File: config.mk
export PLATFORM = sky130hd
export DESIGN_NAME = ov7670_cfg_sequencer
export DESIGN_NICKNAME = d
export VERILOG_FILES = /design/src/rtl/ov7670_cfg_sequencer.sv
export SDC_FILE = /design/constraint.sdc
export NUM_CORES = 1
export LEC_CHECK = 0
export CORE_MARGIN = 4
export CORE_UTILIZATION = 57
export DETAILED_ROUTE_END_ITERATION = 10
export PLACE_DENSITY = 0.8
export SLEW_MARGIN = 10
export SYNTH_ARGS = -nofsm -noshare
export SYNTH_HDL_FRONTEND = slang
export SYNTH_SLANG_ARGS = --single-unit
File: constraint.sdc
create_clock -name i_Clk -period 2.33 [get_ports i_Clk]
set_input_delay 0.466 -clock i_Clk [delete_from_list [all_inputs] [get_ports i_Clk]]
set_output_delay 0.466 -clock i_Clk [all_outputs]
set_load 0.05 [all_outputs]
File: src/rtl/ov7670_cfg_sequencer.sv
// OV7670 boot-time register sequencer: walks a {addr,value} ROM and issues one
// SCCB write per entry, honouring delay and end-of-table markers.
module ov7670_cfg_sequencer #(
  parameter int DEV_F       = 500_000,
  parameter int DELAY_MS    = 1,
  parameter int ACK_TIMEOUT = 16
) (
  input  logic       i_Clk,
  input  logic       i_Rst,
  input  logic       i_fStart,
  input  logic       i_fReady,
  output logic       o_fStart,
  output logic [7:0] o_Addr,
  output logic [7:0] o_Data,
  output logic       o_fBusy,
  output logic       o_fDone,
  output logic       o_fError,
  output logic [5:0] o_Index
);

  localparam int          DELAY_CYC = DEV_F / 1000 * DELAY_MS;
  localparam logic [23:0] DLY_LAST  = 24'(DELAY_CYC - 1);
  localparam logic [23:0] ACK_LAST  = 24'(ACK_TIMEOUT - 1);

  localparam logic [15:0] ENT_END   = 16'hFFFF;
  localparam logic [15:0] ENT_DELAY = 16'hF0F0;

  typedef enum logic [2:0] {
    IDLE, FETCH, ISSUE, WAIT_ACK, WAIT_DONE, DELAY, DONE, ERROR
  } state_t;

  state_t      state_q, state_d;
  logic [5:0]  index_q, index_d;
  logic [7:0]  addr_q, addr_d;
  logic [7:0]  data_q, data_d;
  logic        start_q, start_d;
  logic [23:0] cnt_q, cnt_d;
  logic [15:0] entry;
  logic [5:0]  index_inc;

  always_comb begin
    case (index_q)
      6'd0:    entry = 16'h1280;
      6'd1:    entry = ENT_DELAY;
      6'd2:    entry = 16'h1204;
      6'd3:    entry = 16'h1101;
      6'd4:    entry = 16'h40D0;
      6'd5:    entry = 16'h8C00;
      default: entry = ENT_END;
    endcase
  end

  // Entry 63 is always an end marker, so saturating here cannot stall the walk.
  assign index_inc = (index_q == 6'd63) ? index_q : index_q + 6'd1;

  always_comb begin
    state_d = state_q;
    index_d = index_q;
    addr_d  = addr_q;
    data_d  = data_q;
    start_d = 1'b0;
    cnt_d   = cnt_q;
    case (state_q)
      IDLE, DONE, ERROR: begin
        if (i_fStart) begin
          state_d = FETCH;
          index_d = 6'd0;
        end
      end
      FETCH: begin
        if (entry == ENT_END) begin
          state_d = DONE;
        end else if (entry == ENT_DELAY) begin
          state_d = DELAY;
          cnt_d   = 24'd0;
        end else begin
          addr_d  = entry[15:8];
          data_d  = entry[7:0];
          state_d = ISSUE;
        end
      end
      ISSUE: begin
        if (i_fReady) begin
          start_d = 1'b1;
          cnt_d   = 24'd0;
          state_d = WAIT_ACK;
        end
      end
      WAIT_ACK: begin
        // Writer must drop ready to acknowledge; a writer that never does is an error.
        if (!i_fReady)               state_d = WAIT_DONE;
        else if (cnt_q == ACK_LAST)  state_d = ERROR;
        else                         cnt_d   = cnt_q + 24'd1;
      end
      WAIT_DONE: begin
        if (i_fReady) begin
          index_d = index_inc;
          state_d = FETCH;
        end
      end
      DELAY: begin
        if (cnt_q == DLY_LAST) begin
          index_d = index_inc;
          state_d = FETCH;
        end else begin
          cnt_d = cnt_q + 24'd1;
        end
      end
      default: state_d = IDLE;
    endcase
  end

  always_ff @(posedge i_Clk) begin
    if (i_Rst) begin
      state_q <= IDLE;
      index_q <= 6'd0;
      addr_q  <= 8'd0;
      data_q  <= 8'd0;
      start_q <= 1'b0;
      cnt_q   <= 24'd0;
    end else begin
      state_q <= state_d;
      index_q <= index_d;
      addr_q  <= addr_d;
      data_q  <= data_d;
      start_q <= start_d;
      cnt_q   <= cnt_d;
    end
  end

  assign o_fStart = start_q;
  assign o_Addr   = addr_q;
  assign o_Data   = data_q;
  assign o_Index  = index_q;
  assign o_fDone  = (state_q == DONE);
  assign o_fError = (state_q == ERROR);
  assign o_fBusy  = !(state_q == IDLE || state_q == DONE || state_q == ERROR);

endmodule
== Word-level counts from Yosys, hierarchy flattened ==
Cells that the tools add are included.

* Bits in registers: 50
* Input port bits: 4
* Word-level logic and storage cells: 74
* Output and inout bits: 26

* Mux-type cells: 23
* Equal/unequal tests: 27
* $add $sub $neg: 2
* Bitwise operators: 3
* Reductions and logical operators: 13

{| class="wikitable"
|+ Operators with widths
! operator !! number
|-
| $mux W24 || 6
|-
| $pmux W16 S6 || 1
|-
| $pmux W24 S4 || 1
|-
| $eq A16 B16 Y1 const B || 2
|-
| $add A24 B1 Y24 const B || 1
|-
| $eq A24 B4 Y1 const B || 1
|-
| $eq A24 B9 Y1 const B || 1
|-
| $mux W3 || 8
|-
| $mux W6 || 4
|-
| $ne A2 B2 Y1 const B || 9
|-
| $pmux W3 S6 || 1
|-
| $pmux W6 S3 || 1
|-
| $eq A3 B3 Y1 const B || 4
|-
| $eq A6 B2 Y1 const B || 2
|-
| $eq A6 B3 Y1 const B || 2
|-
| $reduce_and A7 Y1 || 1
|-
| $add A6 B1 Y6 const B || 1
|-
| $eq A3 B2 Y1 const B || 2
|-
| $eq A6 B1 Y1 const B || 1
|-
| $eq A6 B6 Y1 const B || 1
|-
| $logic_not A6 Y1 || 1
|-
| $reduce_and A5 Y1 || 1
|-
| $reduce_and A4 Y1 || 1
|-
| $reduce_bool A4 Y1 || 1
|-
| 11 further kinds || 14
|}

== Longest topological paths before layout ==
* Depth in word-level cells: 6
* Depth in mapped cells: 9
* Mapped depth without buffers: 7

== Worst setup path after synthesis ==
Ideal clock, no wire load.

* Kind: flip-flop to flip-flop
* Start point: reg index_q[0] (netlist: o_Index[0])
* End point: reg cnt_q[15]
* Clock period less this slack: 2397 ps
* Path buffers: 2
* Data arrival time: 2269 ps
* Setup slack: -67 ps
* Cell stages (with the launch flop): 10
* Required time: 2202 ps
* Path through: dfxtp_1 inv_1 ha_1 nor4b_1 and2_1 buf_4 o31ai_4 buf_6 o32ai_1 nor2_1

* Longest elaborated chain between the ends: 5

{| class="wikitable"
|+ Ends and longest elaborated chain
! element !! RTL line !! source
|-
| from (decl) || 33 || <nowiki>logic [5:0] index_q, index_d;</nowiki>
|-
| from (signal assigned) || 123 || <nowiki>index_q <= index_d;</nowiki>
|-
| $eq A6 B3 Y1, or another cell as far along || 42 || <nowiki>case (index_q)</nowiki>
|-
| $pmux W16 S6 (*) || 42 ||
|-
| $eq A16 B16 Y1, on equally long branches || 73, 71 ||
|-
| $ne A2 B2 Y1 (no source line) || -- ||
|-
| $reduce_and A7 Y1 (no source line) (*) || -- ||
|-
| to (signal assigned) || 127 || <nowiki>cnt_q <= cnt_d;</nowiki>
|-
| to (decl) || 37 || <nowiki>logic [23:0] cnt_q, cnt_d;</nowiki>
|}

Mark *: on every way between the ends. The rest lies on a longest branch, timed or not.
A chain may end at the register's enable or synchronous reset.

== Final worst setup path ==
* Start point: reg index_q[1] (netlist: o_Index[1])
* End point: reg cnt_q[18]

Same word-level chain as after synthesis.

==> impl_results.md <==
- Run status: complete, no violations
- Detail-routed net length per standard cell: 16.95 µm
- DRT iter0 DRCs: approximately 130
- Final critical-path share of the clock period: 0.9383
- Crit path time final: around 2200 ps
- Area added between synthesis and finish: 19.47%
- Path type of the worst setup path: flop to flop
- Standard-cell row count: 25
- Summed negative setup slack over all endpoints: 0 ps
- Power Internal: 1.560 mW
- Routed wl met2: 3504 µm
- Net count reported at finish: 378
- Uppermost metal layer occupied by signal nets: met4
- Multiplexer share of the synthesized area: 0.007279
- Latest clock arrival within the worst-skew pair: around 300 ps
- Die Width: 77.46 µm
- Final hold slack: 458.5 ps
- Most frequent cells in the layout: dfxtp_1 (41), a21oi_1 (30), clkdlybuf4s50_1 (26), buf_4 (24)
- Die Y-Extent: 77.46 µm
- Hold/Removal Path Class: flop to flop
- CP Capture Type: flop
- Clock group share of total power: 0.232
- Number of synthesized register bits: 44
- Simple logic cell fraction of the synthesized area: 0.3244
- Setup repair after global routing missed its margin: false
- Yosys warning total: 0
- Ports placed on the boundary: 30
- Share of the synthesized area in compound gates (AO/OA/AOI/OAI): 0.2530
- Cell at the root of the clock tree: clkbuf_8
- Fraction of synthesis flops using an asynchronous set or reset pin: 0
- Switching share of power: 0.4039
- Worst slew slack as a fraction of its limit: 0.5958
- Data arrival time at the worst-slack endpoint: 2400 ps
- Largest clock skew in the final design: 11.02 ps
- Count of final hold-check violations: 0
- Primary flip-flop cell chosen by synthesis mapping: dfxtp_1
- Count of flip-flops with a built-in enable after synthesis: 0
- Count of H-tree levels built during CTS: 2
- Achievable clock frequency: 457.4 MHz
- Sum of net half-perimeters after detailed placement: 5167 µm
- Gr usage total: 0.2496
- Syn Std Cell Area: 0.002750 mm²
- Pin count of the biggest net entering global routing: 22
- Reported max-cap violation count: 0
- Static leakage power: 1.148 nW
- Number of buffers inserted for hold repair after clock tree synthesis: 0
- Crit path max fanout: 12
- Antenna Cells: 0
- Antenna violation net count after detailed routing: 0
- Metal-1 WL: between 2000 and 3000 µm
- CTS tree: built
- Reported net switching power: around 1.1 mW
- Vias in the first global route: 2566
- Total count of max-transition violations in the final report: 0
- CTS resizes: 0
- Data required time at the worst endpoint: 2550 ps
- Synthesized instance count: 337
- DRC errors left: 0
- Clock transition at the registers of the reported paths: 90 ps
- Total wire length: 7187 µm
- Largest family of logic cells by synthesized area: simple AND/OR/NAND/NOR gates
- Wire length on met3: 527 µm
- Total power divided by cell area: 796.4 mW/mm²
- Core area: 0.004692 mm²
- Post-CTS setup-driven buffer insertion count: 0
- Global-route wire length before repair: 12220 µm
- # clock sinks: 44
- Sequential cell fraction of total power: 0.343
- Total Power Consumption: around 2.6 mW
- Total clock buffers created by CTS: 5
- Die area: 0.006000 mm²
- Number of antenna violations at the first check in global routing: 0
- Final setup fails: 0
- Post-synthesis adder-cell area fraction: 0.02275
- Drt pass-1 iters: 5
- Post-route cell area: 0.003286 mm²
- Number of library cell types mapped by synthesis: 63
- Routability congestion estimate: 0.9353
- GRT Residual Overflow: 0
- Routed via count divided by cell count: 6.637
- Fraction of synthesized cell area in xor and xnor cells: 0.003185
- Kind of start point of the critical path: flop
- Number of buffers inserted by port buffering: 29
- Combinational group share of total power: 0.425
- Fraction of layout cells with a size suffix above 1: 0.1351
- R2R Setup Slk: 140 ps
- Most common cell after layout, fill and taps aside: dfxtp_1
- Leading cell types by total area after synthesis: dfxtp_1 (32%), a21oi_1 (5.5%), nand3_1 (4.0%)
- Syn Nets: ~350
- Post-synth top area cell: dfxtp_1
- Worst IR Drop VDD: 365.4 µV
- Post-DP Area: approximately 0.0032 mm²
- Area share of the leading cell type in the synthesized netlist: 0.3203
- Mean instance size in the synthesized netlist: 8.161 µm²
- Maximum clock path buffer count: 2
- Transition time at the pin with the least slew margin: 599.9 ps
- Part of the Yosys area used for sequential elements: 0.3203
- Initial core utilization: 0.5861
- Number of vias in the routed layout: 2814
-- power groups by stage --
stage / logic [mW] / registers, mW / clock network, mW
after global routing: 1.20 / 0.912 / 0.663
after CTS: 1.11 / 0.895 / 0.626
final: 1.11 / 0.898 / 0.607
after floorplan: 0.695 / 1.01 / 0
after detailed placement: 1.11 / 0.913 / 0
after global placement: 1.09 / 0.909 / 0
-- Yosys cell counts (all sizes together), types with 2 or more instances --
master	n
a211oi	3
a21boi	2
a21o	4
a21oi	30
a311oi	3
a31oi	7
a32o	5
and2	7
and3	11
and3b	2
buf	18
clkbuf	10
dfxtp	44
ha	5
inv	7
mux2i	2
nand2	19
nand2b	3
nand3	23
nand3b	2
nand4	11
nand4b	2
nor2	22
nor2b	3
nor3	7
nor3b	4
nor4	10
nor4b	2
o211ai	7
o21a	3
o21ai	19
o21bai	2
o311ai	2
o31a	2
o31ai	6
o32ai	2
or3	3
or3b	2
or4	7
or4b	2
-- sequential cells by signal (all words and copies together), names as in the netlist --
register,flops
cnt_q,24
o_Addr,7
o_Index,6
o_Data,3
state_q,3
o_fStart,1
-- worst paths after layout --
path                            startpoint        end  depth (start not counted)
worst min-delay path             o_Data[7]  o_Data[7]                          2
worst min register to register   o_Data[7]  o_Data[7]                          2
worst max-delay path            o_Index[1]  cnt_q[18]                          8
worst max register to register  o_Index[1]  cnt_q[18]                          8
-- routing by layer --
| metal | GRT usage | vias to the layer above |
|---|---|---|
| met5 | 0 | - |
| met4 | 0.1068 | 0 |
| met3 | 0.04408 | 23 |
| met2 | 0.4206 | 142 |
| met1 | 0.3122 | 1298 |
| li1 | - | 1351 |
-- cell type report --
class / count / area (µm²)
Multi-Input combinational cell: 258 / 1690
Fill cell: 400 / 1406
Sequential cell: 44 / 884.6
Timing Repair Buffer: 53 / 500.5
Clock buffer: 5 / 68.82
Tap cell: 54 / 67.56
Clock inverter: 3 / 47.55
Inverter: 7 / 26.28
-- kinds of logic (layout without fill, tap and decap cells) --
kind of cell / after synthesis / in the layout
adders and majority gates: 5 / 5
and+or+nand+nor: 146 / 146
xor gates and xnor gates: 1 / 1
buffers and inverters: 35 / 68
AOI/OAI and AO/OA: 104 / 104
DFF: 44 / 44
muxes: 2 / 2
-- worst max-delay path, stage by stage, from the launching register on --
cell,delay (ps)
dfxtp_2,380
inv_1,70
ha_1,230
nor4b_2,180
and2_1,210
o31ai_4,540
buf_4,230
o211ai_1,130
o311ai_1,120
-- metrics by stage --
| step | util | worst slack [ps] | instances |
|---|---|---|---|
| after floorplan | - | 52.27 | 337 |
| after CTS | 0.6976 | 112.9 | 424 |
| after global routing | 0.7003 | 8.531 | 424 |
| after detailed placement | 0.6728 | 5.651 | 416 |
| final | 0.7003 | 143.8 | 424 |
| after global placement | 0.6728 | 86.83 | 416 |
No activity file was read; power rests on OpenSTA's default activity.
